`config.mk`:
```
export PLATFORM = sky130hd
export DESIGN_NAME = control_contador_flat
export DESIGN_NICKNAME = d
export VERILOG_FILES = /design/src/rtl/control_contador_if.sv /design/src/rtl/control_contador.sv /design/src/flat_wrapper.sv
export SDC_FILE = /design/constraint.sdc
export NUM_CORES = 1
export LEC_CHECK = 0
export CAP_MARGIN = 20
export CORE_AREA = 2 2 72 91
export CTS_CLUSTER_DIAMETER = 100
export DETAILED_ROUTE_END_ITERATION = 8
export DIE_AREA = 0 0 74 93
export PLACE_DENSITY = 0.78
export SYNTH_ARGS = -nofsm -noshare
export SYNTH_HDL_FRONTEND = slang
export SYNTH_HIERARCHICAL = 1
export SYNTH_SLANG_ARGS = --single-unit
```
`constraint.sdc`:
```
create_clock -name iCLOCK -period 6.33 [get_ports iCLOCK]
set_clock_uncertainty 0.15 [all_clocks]
set_input_delay 0.9495 -clock iCLOCK [delete_from_list [all_inputs] [get_ports iCLOCK]]
set_output_delay 0.9495 -clock iCLOCK [all_outputs]
set_load 0.05 [all_outputs]
```
`src/rtl/control_contador_if.sv`:
```
// Pushbutton/counter-side signals of control_contador, grouped for port use.
interface control_contador_if;
  logic iBTN_RUN;
  logic iBTN_DIR;
  logic iTC;
  logic oENABLE;
  logic oUP_DOWN;
  logic oRUN;

  modport master (output iBTN_RUN, iBTN_DIR, iTC, input oENABLE, oUP_DOWN, oRUN);
  modport slave  (input iBTN_RUN, iBTN_DIR, iTC, output oENABLE, oUP_DOWN, oRUN);
endinterface

```
`src/rtl/control_contador.sv`:
```
// Run/stop + direction control for the up/down counter: debounced keys, prescaled enable.
// Optional auto-stop on terminal count when STOP_AT_TC_EN is defined.
module control_contador_btn #(
  parameter int DEBOUNCE_CYCLES = 1
) (
  input  logic clk_i,
  input  logic rst_i,
  input  logic btn_i,
  output logic press_o
);
  localparam int             CW   = $clog2(DEBOUNCE_CYCLES + 1);
  localparam logic [CW-1:0] LAST = CW'(DEBOUNCE_CYCLES - 1);
  localparam logic [CW-1:0] ONE  = CW'(1);

  logic [1:0]    sync_q;
  logic          level_q, level_d, prev_q;
  logic [CW-1:0] cnt_q, cnt_d;

  // counter only survives while sync keeps disagreeing with the accepted level
  always_comb begin
    cnt_d   = '0;
    level_d = level_q;
    if (sync_q[1] != level_q) begin
      if (cnt_q == LAST) level_d = sync_q[1];
      else               cnt_d   = cnt_q + ONE;
    end
  end

  always_ff @(posedge clk_i or posedge rst_i) begin
    if (rst_i) begin
      sync_q  <= 2'b11;
      level_q <= 1'b1;
      prev_q  <= 1'b1;
      cnt_q   <= '0;
    end else begin
      sync_q  <= {sync_q[0], btn_i};
      level_q <= level_d;
      prev_q  <= level_q;
      cnt_q   <= cnt_d;
    end
  end

  assign press_o = prev_q & ~level_q;
endmodule

module control_contador #(
  parameter int PRESCALER       = 50_000_000,
  parameter int DEBOUNCE_CYCLES = 1_000_000
) (
  input  logic                iCLOCK,
  input  logic                iRESET,
  control_contador_if.slave   bus
);
  localparam int NUM_LANES = 2;
  localparam int L_RUN = 0;
  localparam int L_DIR = 1;
  localparam int             PW     = (PRESCALER > 1) ? $clog2(PRESCALER) : 1;
  localparam logic [PW-1:0] P_LAST = PW'(PRESCALER - 1);
  localparam logic [PW-1:0] P_ONE  = PW'(1);

  typedef enum logic {ST_STOP, ST_RUN} state_t;

  logic [NUM_LANES-1:0] btn_raw, press;
  state_t               state_q, state_d;
  logic [PW-1:0]        presc_q, presc_d;
  logic                 en_q, en_d, up_q, up_d;
  logic                 wrap, tc_stop;

  assign btn_raw = {bus.iBTN_DIR, bus.iBTN_RUN};

  for (genvar g = 0; g < NUM_LANES; g++) begin : g_btn
    control_contador_btn #(.DEBOUNCE_CYCLES(DEBOUNCE_CYCLES)) u_btn (
      .clk_i  (iCLOCK),
      .rst_i  (iRESET),
      .btn_i  (btn_raw[g]),
      .press_o(press[g])
    );
  end

  assign wrap = (presc_q == P_LAST);

`ifdef STOP_AT_TC_EN
  assign tc_stop = wrap & bus.iTC;
`else
  logic unused_tc;
  assign unused_tc = bus.iTC;
  assign tc_stop   = 1'b0;
`endif

  // any exit from RUN clears the prescaler and swallows a pulse due that cycle
  always_comb begin
    state_d = state_q;
    presc_d = '0;
    en_d    = 1'b0;
    up_d    = up_q ^ press[L_DIR];
    case (state_q)
      ST_STOP: if (press[L_RUN]) state_d = ST_RUN;
      ST_RUN: begin
        if (press[L_RUN] || tc_stop) begin
          state_d = ST_STOP;
        end else begin
          presc_d = wrap ? '0 : presc_q + P_ONE;
          en_d    = wrap;
        end
      end
      default: state_d = ST_STOP;
    endcase
  end

  always_ff @(posedge iCLOCK or posedge iRESET) begin
    if (iRESET) begin
      state_q <= ST_STOP;
      presc_q <= '0;
      en_q    <= 1'b0;
      up_q    <= 1'b1;
    end else begin
      state_q <= state_d;
      presc_q <= presc_d;
      en_q    <= en_d;
      up_q    <= up_d;
    end
  end

  assign bus.oENABLE  = en_q;
  assign bus.oUP_DOWN = up_q;
  assign bus.oRUN     = (state_q == ST_RUN);
endmodule

```
`src/flat_wrapper.sv`:
```
// flat-port wrapper written by rule: the top's interface ports become plain ports
module control_contador_flat 
#(
  parameter int PRESCALER       = 50_000_000,
  parameter int DEBOUNCE_CYCLES = 1_000_000
)
  (iCLOCK, iRESET, bus_iBTN_RUN, bus_iBTN_DIR, bus_iTC, bus_oENABLE, bus_oUP_DOWN, bus_oRUN);
  control_contador_if bus_i ();
  input  logic iCLOCK;
  input  logic iRESET;
  input wire logic [$bits(bus_i.iBTN_RUN)-1:0] bus_iBTN_RUN;
  input wire logic [$bits(bus_i.iBTN_DIR)-1:0] bus_iBTN_DIR;
  input wire logic [$bits(bus_i.iTC)-1:0] bus_iTC;
  output wire logic [$bits(bus_i.oENABLE)-1:0] bus_oENABLE;
  output wire logic [$bits(bus_i.oUP_DOWN)-1:0] bus_oUP_DOWN;
  output wire logic [$bits(bus_i.oRUN)-1:0] bus_oRUN;
  assign bus_i.iBTN_RUN = bus_iBTN_RUN;
  assign bus_i.iBTN_DIR = bus_iBTN_DIR;
  assign bus_i.iTC = bus_iTC;
  assign bus_oENABLE = bus_i.oENABLE;
  assign bus_oUP_DOWN = bus_i.oUP_DOWN;
  assign bus_oRUN = bus_i.oRUN;
  control_contador #(.PRESCALER(PRESCALER), .DEBOUNCE_CYCLES(DEBOUNCE_CYCLES)) u_core (.iCLOCK(iCLOCK), .iRESET(iRESET), .bus(bus_i));
endmodule
```
==> out/results.tsv <==
stage	metric	value	unit
cells_and_area	Final Util	0.682	
routing	Post-Route WL	6.78	mm
routing	DRT antenna net count	0	
floorplanning	Die X-Extent	74	µm
place	Post-DP HPWL	4.45	mm
critical_path	CP Data Required Time	5.23	ns
synthesis	Post-Syn Area	3780	µm²
flow_run	max_cap viols	0	
synthesis	top-count cell post-synth	dfrtp_1	
timing	RSZ-0062 raised after global routing	false	
cells_and_area	Ant. Diodes	0	
place	IO Port Bufs	6	
synthesis	YS warnings	6	
routing	DRC	0	
synthesis	Post-synth EDFFs	0	
clocking	Reg clk slew, reported paths	0.07	ns
critical_path	Startpoint Class	flip-flop	
place	post-place instance area	3870	µm²
synthesis	Post-synth ARST share	1.00	
global_route	global route overflow	0	
synthesis	ranking of synthesized cells by area	dfrtp_1, xnor2_1, dfstp_2, nor2_1, xor2_1	
timing	Final Max Slew Viols	0	
timing	FMAX	359	MHz
place	pre-CTS setup slack	3.80	ns
critical_path	Crit path max-delay family	buffers and inverters	
critical_path	r2r setup slk	3.89	ns
clocking	CTS Hold Bufs	0	
critical_path	crit-path max cell delay	0.80	ns
critical_path	slowest CP cell	clkdlybuf4s50_1	
floorplanning	row count	32	
power	Leak	1.59	nW
global_route	largest net degree at the start of global routing	30	
critical_path	WP depth	1	
timing	Worst Max-Slew Pin Slew	0.911	ns
global_route	Total GRT Usage	0.228	
worst_hold_path	worst hold path depth	0	
clocking	worst skew pair latency	0.35	ns
synthesis	syn_nets	380	
clocking	clk root buf	clkbuf_8	
floorplanning	Initial Util	0.625	
global_route	antenna violations before repair	0	
clocking	post_cts resized	0	
routing	WL/cell	14.4	µm
cells_and_area	layout cells sized above 1	0.114	
timing	Final Hold Vio Count	0	
clocking	cts bufs inserted	9	
synthesis	sequential fraction of the synthesis area	0.513	
critical_path	CP max FO	2	
worst_hold_path	hold crit path type	flip-flop to flip-flop	
power	Worst VDD drop	0.157	mV
critical_path	kind of critical path	flip-flop to output port	
synthesis	Post-Syn Instances	372	
timing	Final setup viols	0	
cells_and_area	Multi-input gate area	1690	µm²
place	RePlAce Congestion	0.854	
synthesis	Synth area leader	dfrtp_1	
floorplanning	die area	6880	µm²
floorplanning	IO Pins	8	
synthesis	distinct cell type count after synthesis	40	
status	status	complete, no violations	
power	PwrDens	227	nW/µm²
synthesis	Yosys reg bits	77	
cells_and_area	Fill cells	473	
synthesis	top post-synthesis cells by count	dfrtp_1, nor2_1, xnor2_1	
cells_and_area	nets@finish	390	
critical_path	Buf/Inv on CP	1	
routing	routed vias/inst	5.75	
timing	relative slew slack	0.392	
cells_and_area	synthesis-to-finish area growth	9.24	%
cells_and_area	Final Instance Area	4130	µm²
synthesis	Synth top area share	0.451	
clocking	clk sinks	77	
routing	DR iter-0 viols	123	
clocking	htree depth	3	
synthesis	mean post-synth cell area	10.2	µm²
floorplanning	Die H	93	µm
critical_path	Setup crit end kind	output port	
critical_path	FF-to-FF path depth	6	
timing	Min Hold Slack	0.215	ns
cells_and_area	Sequential Area	1940	µm²
timing	min Tclk post-route	2.78	ns
timing	period utilization	0.440	
critical_path	CP Cell Sequence	clkdlybuf4s50_1	
critical_path	arrival time at the worst endpoint	1.68	ns
clocking	Clock Tree Buf Depth	2	
clocking	CTS tree	built	
floorplanning	CORE AREA	6050	µm²
routing	TritonRoute pass-1 iters	4	
synthesis	Post-synth top flop	dfrtp_1	
timing	setup ws final	3.55	ns
global_route	first-pass GRT wire length	12.1	mm
global_route	number of global-route vias before repair	2704	
timing	setup TNS	0	ns
clocking	Post-CTS Setup Inserts	0	
routing	Vias	2712	
==> placed cells by master, fill, tap and decap left out, types with 3 or more instances in the layout <==
| master | n |
|---|---|
| nand4_1 | 16 |
| clkdlybuf4s50_1 | 6 |
| ha_1 | 3 |
| nand2_1 | 16 |
| or3_1 | 7 |
| xnor2_1 | 31 |
| nor4_1 | 13 |
| nor2_1 | 58 |
| nor2b_1 | 4 |
| or4_1 | 12 |
| xor2_1 | 15 |
| dfstp_2 | 9 |
| and3_1 | 7 |
| clkbuf_8 | 10 |
| a21oi_1 | 16 |
| dfrtp_1 | 68 |
| inv_1 | 18 |
| nand3_1 | 20 |
| o21ai_0 | 7 |
| o31ai_1 | 7 |
| nor3_1 | 9 |
==> cells by family (layout without fill, tap and decap cells) <==
logic type,count (synthesis),after routing,share of synthesized area
AOI/OAI and AO/OA,37,37,0.0709
xor gates and xnor gates,46,46,0.107
adders and majority gates,3,3,0.00994
buffers and inverters,27,42,0.0381
DFF,77,77,0.513
muxes,2,2,0.00596
and+or+nand+nor,180,180,0.255
==> layer usage <==
metal  up-vias  track usage  routed length [µm]  part of all wire
met5         -            0                   0                 0
met4         0       0.0939                 104             0.015
met3        11       0.0453                 155             0.023
met2        38        0.372                3460              0.51
met1      1333        0.293                3060              0.45
li1       1330            -                   -                 -
==> through the flow <==
stage,instances,power [mW]
final,472,0.936
after global routing,472,0.972
after CTS,471,0.943
after detailed placement,455,0.534
after global placement,455,0.532
after floorplan,372,0.527
==> area by class of cell <==
cell class,instances,share of cell area
Sequential cell,77,0.470
Multi-Input combinational cell,268,0.411
Clock buffer,10,0.0334
Tap cell,85,0.0258
Timing Repair Buffer,8,0.0231
Clock inverter,6,0.0209
Inverter,18,0.0164
==> worst paths after layout <==
kind	from	end
max in group asynchronous	iRESET	u_core/g_btn[0].u_btn/cnt_q[15]
min	u_core/g_btn[1].u_btn/sync_q[0]	u_core/g_btn[1].u_btn/sync_q[1]
min reg2reg	u_core/g_btn[1].u_btn/sync_q[0]	u_core/g_btn[1].u_btn/sync_q[1]
max reg2reg	u_core/presc_q[0]	u_core/presc_q[18]
min in group asynchronous	iRESET	u_core/presc_q[15]
max	u_core/bus.oUP_DOWN	bus_oUP_DOWN
==> power breakdown <==
part | internal [mW] | switching, mW | total [mW]
registers | 0.497 | 0.00371 | 0.501
logic | 0.00728 | 0.0172 | 0.0245
clock network | 0.232 | 0.179 | 0.411
==> registers in the layout, summed over array words and instances, names as in the netlist <==
signal,flops
u_core/bus.oENABLE,1
u_core/presc_q,26
u_core/g_btn.u_btn/prev_q,2
u_core/g_btn.u_btn/cnt_q,40
u_core/bus.oRUN,1
u_core/g_btn.u_btn/sync_q,4
u_core/g_btn.u_btn/level_q,2
u_core/bus.oUP_DOWN,1
(Power assumes the default switching activity.)
